<file path="src/rtl/div_z38_by_b18_seq_verilator.sv">
// Sequential restoring divider: z (38b) / b (18b) -> 20-bit quotient and 18-bit remainder.
// Recovers the A operand of a DSP38 unsigned 20x18 product; overflow is flagged up front.
module div_z38_by_b18_seq_verilator (
    input  logic        clk,
    input  logic        reset,
    input  logic [37:0] z,
    input  logic [17:0] b,
    input  logic        in_valid,
    output logic        in_ready,
    output logic [19:0] a_out,
    output logic [17:0] rem_out,
    output logic        ovf,
    output logic        out_valid,
    input  logic        out_ready
);

    typedef enum logic [1:0] {
        S_IDLE,
        S_CALC,
        S_DONE
    } state_t;

    state_t      r_state;
    state_t      w_next;

    logic [4:0]  r_cnt;
    logic [17:0] r_rem;
    logic [17:0] r_b;
    logic [19:0] r_q;
    logic        r_ovf;

    logic        w_ovf_in;
    logic        w_last;
    logic        w_ge;
    logic [18:0] w_t;
    logic [17:0] w_rem_nxt;

    // Quotient fits in 20 bits only when the upper dividend half is below b; b == 0 always trips this.
    assign w_ovf_in = (z[37:20] >= b);
    assign w_last   = (r_cnt == 5'd19);

    assign w_t       = {r_rem, r_q[19]};
    assign w_ge      = (w_t >= {1'b0, r_b});
    // rem < b keeps t - b below 2^18, so the low 18 bits of the difference are exact.
    assign w_rem_nxt = w_ge ? (w_t[17:0] - r_b) : w_t[17:0];

    always_ff @(posedge clk) begin
        if (reset) begin
            r_state <= S_IDLE;
        end else begin
            r_state <= w_next;
        end
    end

    always_comb begin
        w_next = r_state;
        case (r_state)
            S_IDLE: begin
                if (in_valid) begin
                    w_next = w_ovf_in ? S_DONE : S_CALC;
                end
            end
            S_CALC: begin
                if (w_last) begin
                    w_next = S_DONE;
                end
            end
            S_DONE: begin
                if (out_ready) begin
                    w_next = S_IDLE;
                end
            end
            default: w_next = S_IDLE;
        endcase
    end

    always_comb begin
        in_ready  = 1'b0;
        out_valid = 1'b0;
        case (r_state)
            S_IDLE:  in_ready  = 1'b1;
            S_DONE:  out_valid = 1'b1;
            default: ;
        endcase
    end

    always_ff @(posedge clk) begin
        if (reset) begin
            r_cnt <= '0;
            r_rem <= '0;
            r_b   <= '0;
            r_q   <= '0;
            r_ovf <= 1'b0;
        end else begin
            case (r_state)
                S_IDLE: begin
                    if (in_valid) begin
                        r_b   <= b;
                        r_cnt <= '0;
                        if (w_ovf_in) begin
                            r_ovf <= 1'b1;
                            r_q   <= '1;
                            r_rem <= '0;
                        end else begin
                            r_ovf <= 1'b0;
                            r_rem <= z[37:20];
                            r_q   <= z[19:0];
                        end
                    end
                end
                S_CALC: begin
                    r_rem <= w_rem_nxt;
                    r_q   <= {r_q[18:0], w_ge};
                    r_cnt <= r_cnt + 5'd1;
                end
                default: ;
            endcase
        end
    end

    assign a_out   = r_q;
    assign rem_out = r_rem;
    assign ovf     = r_ovf;

endmodule

</file>
<file path="config.mk">
export PLATFORM = sky130hd
export DESIGN_NAME = div_z38_by_b18_seq_verilator
export DESIGN_NICKNAME = d
export VERILOG_FILES = /design/src/rtl/div_z38_by_b18_seq_verilator.sv
export SDC_FILE = /design/constraint.sdc
export NUM_CORES = 1
export LEC_CHECK = 0
export ABC_AREA = 1
export CAP_MARGIN = 20
export CORE_ASPECT_RATIO = 1.4
export CORE_MARGIN = 2
export CORE_UTILIZATION = 50
export CTS_CLUSTER_DIAMETER = 150
export DETAILED_ROUTE_END_ITERATION = 7
export HOLD_SLACK_MARGIN = 0.06
export PLACE_DENSITY_LB_ADDON = 0.08
export SYNTH_ARGS = -nofsm -noshare
export SYNTH_HDL_FRONTEND = slang
export SYNTH_SLANG_ARGS = --single-unit
</file>
<file path="constraint.sdc">
create_clock -name clk -period 2.2 [get_ports clk]
set_input_delay 0.44 -clock clk [delete_from_list [all_inputs] [get_ports clk]]
set_output_delay 0.44 -clock clk [all_outputs]
set_load 0.03 [all_outputs]
</file>
==> flow_metrics.py <==
metrics = {
    "clock_tree": {
        "root_buffer": "clkbuf_16",
        "clkSlewWorstSetupHoldPaths_ps": 50,
        "cts_sinks": 64,
        "clk_path_buf_depth": 2,
        "htreeDepth": 3,
        "clk_latency_ps": 330,
        "cts_tree": "built",
        "cts-buffers-inserted": 9,
        "holdBufCountCts": 0,
    },
    "timing": {
        "post-route-period-util": 0.955,
        "tightest_slew_ps": 687,
        "rsz0062_at_grt": "yes",
        "final-setup-viol-count": 0,
        "fin_setup_tns_ps": 0,
        "fin_crit_ps": 2100,
        "holdWs_ps": 481,
        "clock_skew_ps": 5.60,
        "timing.final.ws_setup_ps": 99.8,
        "hold_viol": 0,
        "fmax_mhz": 476,
        "final_max_slew_viol_count": 0,
        "relSlewSlack": 0.541,
    },
    "detailed_routing": {
        "drt-pass1-iter-count": 5,
        "drc": 0,
        "viasPerCell": 5.38,
        "wl_mm": 16.1,
        "wire_per_inst_um": 15.3,
        "num_vias": 5661,
        "drtAntennaViolNets": 0,
        "drtIter0Drc": 406,
    },
    "global_route": {
        "grt_util_all_layers": 0.287,
        "grt_max_degree": 44,
        "grt_antenna_before_repair": 0,
        "grt.overflow.total": 0,
        "grt_pass1_wl_mm": 24.3,
        "grt_pass1_vias": 5418,
    },
    "layout": {
        "finalNetCount": 1036,
        "seq_area_um2": 1280,
        "insertedDiodeCount": 0,
        "syn2layout_area_growth_pct": 51.6,
        "multi_input_area_um2": 3500,
        "drive_above_1_share": 0.244,
        "fillCellCount": 702,
    },
    "placement": {
        "routabilityCongestion": 0.887,
        "detailed_place_hpwl_mm": 11.0,
        "post-place-ws_ps": -796,
        "io_buffers": 100,
    },
    "worst_hold_path": {
        "hp-start": "a_out[12]",
        "hold_class": "flip-flop to flip-flop",
    },
    "setup_path": {
        "worstPathArrival_ps": 1660,
        "cp_slowest_cell": "clkdlybuf4s50_1",
        "crit_buf_inv": 1,
        "worstPathMaxFanout": 4,
        "required_ps": 1760,
        "critPathTopFamily": "buffers and inverters",
        "regToRegStartpoint": "r_b[9]",
        "setup.worst_path.class": "flip-flop to output port",
        "path_cells": "nor2_1 > clkdlybuf4s50_1",
        "crit_path_end_kind": "output port",
        "critical_path.startpoint_type": "flip-flop",
        "crit_path_start": "r_state[0]",
        "critPathMaxStageDelay_ps": 740,
    },
    "yosys": {
        "netlist.area_leader.share": 0.264,
        "synthArstFlopShare": 0,
        "syn_nets": 878,
        "syn-instance-count": 780,
        "ys_ff_latch": 64,
        "synth_flop_cell": "dfxtp_1",
        "ys_seq_area_frac": 0.264,
        "ys_top_cells_by_area": "dfxtp_1 (26%), nand2_1 (17%), ha_1 (9.5%)",
        "syn_area_um2": 4860,
        "yosysUniqueCellTypes": 34,
        "syn_avg_cell_area_um2": 6.23,
        "synth-warning-count": 0,
        "yosys.area.top_type": "dfxtp_1",
        "synth_edf_count": 0,
    },
    "outcome": {
        "status": "completed",
    },
    "run": {
        "cap_viol_max_count": 0,
    },
    "power_and_ir_drop": {
        "power_density_nw_per_um2": 933,
        "vdd_drop_max_mv": 0.808,
        "power.leakage_uw": 0.00380,
        "power.total_uw": 6880,
    },
    "floorplan": {
        "fp.dieW_um": 87.3,
        "chipHeight_um": 121,
        "io_pins": 101,
        "fp.dieArea_um2": 10500,
        "rows": 42,
        "core_um2": 9460,
        "start_util": 0.514,
    },
}
kinds of logic after synthesis:
logic type | after synthesis | share of synthesized area
xor gates and xnor gates | 8 | 0.0144
adders and majority gates | 38 | 0.0993
AOI/OAI and AO/OA | 126 | 0.141
buffers and inverters | 157 | 0.133
and+or+nand+nor | 387 | 0.349
DFF | 64 | 0.264
state kept, by name, summed over array words and instances (netlist names):
| signal | count |
|---|---|
| r_b | 18 |
| ovf | 1 |
| r_cnt | 5 |
| a_out | 20 |
| rem_out | 18 |
| r_state | 2 |
area by class of cell:
type                            instances  share of cell area
Multi-Input combinational cell        561               0.475
Timing Repair Buffer                  173               0.228
Sequential cell                        64               0.174
Inverter                              129              0.0664
Clock buffer                           12              0.0321
Tap cell                              110              0.0187
Clock inverter                          4             0.00611
final timing paths:
| check | endpoint | slack, ps | cells after the start |
|---|---|---|---|
| max reg2reg | rem_out[15] | 110 | 13 |
| max | in_ready | 100 | 2 |
| min | a_out[12] | 480 | 2 |
| min reg2reg | a_out[12] | 480 | 2 |
placed cells by master, fill, tap and decap left out, types with 3 or more instances in the layout:
| master | instances |
|---|---|
| clkdlybuf4s50_1 | 64 |
| nor2_1 | 59 |
| ha_2 | 4 |
| nand4_1 | 13 |
| inv_2 | 29 |
| clkinv_2 | 3 |
| buf_4 | 64 |
| o21ai_2 | 4 |
| nand3_2 | 14 |
| xor2_1 | 7 |
| clkbuf_16 | 10 |
| buf_12 | 4 |
| a21oi_2 | 6 |
| nand2_1 | 198 |
| nor2_4 | 6 |
| a21oi_1 | 55 |
| o21a_1 | 14 |
| o21ai_1 | 15 |
| buf_6 | 4 |
| clkbuf_1 | 3 |
| nand2_8 | 3 |
| dfxtp_2 | 3 |
| nand2_4 | 11 |
| nor2_2 | 11 |
| dlymetal6s2s_1 | 25 |
| dfxtp_1 | 61 |
| o21ai_0 | 28 |
| nand2_2 | 24 |
| dlygate4sd2_1 | 11 |
| nand3_1 | 43 |
| inv_1 | 98 |
| ha_1 | 11 |
| ha_4 | 22 |
synth_stat cells, types with 2 or more instances:
cell type and count:
a21oi_1 58, a21oi_2 3, and2_1 2, buf_1 2, buf_2 7, buf_4 2, buf_6 3, clkbuf_1 13
dfxtp_1 64, ha_1 37, inv_1 119, inv_2 10, nand2_1 223, nand2_2 6, nand2_4 5, nand3_1 51
nand3_2 7, nand4_1 13, nor2_1 68, nor2_2 7, nor3_1 2, o21a_1 14, o21ai_0 47, xor2_1 7
what timing repair did:
| action | in CTS | in global routing |
|---|---|---|
| cloned | 2 | 1 |
| endpoints found under the setup margin | 38 | 41 |
| resized for setup | 77 | 104 |
| buffers inserted | 6 | 2 |
| pin swaps | 29 | 40 |
worst min-delay path, cell delays in order (launching register included):
cell and delay [ps]:
dfxtp_1 310, nand2_1 60, a21oi_1 60
report_power, final:
| group | internal [uW] | switching, uW |
|---|---|---|
| sequential | 1360 | 177 |
| combinational | 1600 | 2370 |
| clock | 872 | 508 |
routing by layer:
| layer | wire, um | track usage |
|---|---|---|
| met5 | 0 | 0 |
| met4 | 585 | 0.111 |
| met3 | 767 | 0.0437 |
| met2 | 8560 | 0.530 |
| met1 | 6220 | 0.321 |
stage by stage:
stage	instances	util	cell area (um2)
CTS	1050	0.731	6910
global placement	1027	0.672	6360
detailed placement	1027	0.672	6360
floorplan	780	-	4860
global route	1053	0.779	7370
finish	1053	0.779	7370
No activity file was read; power rests on OpenSTA's default activity.
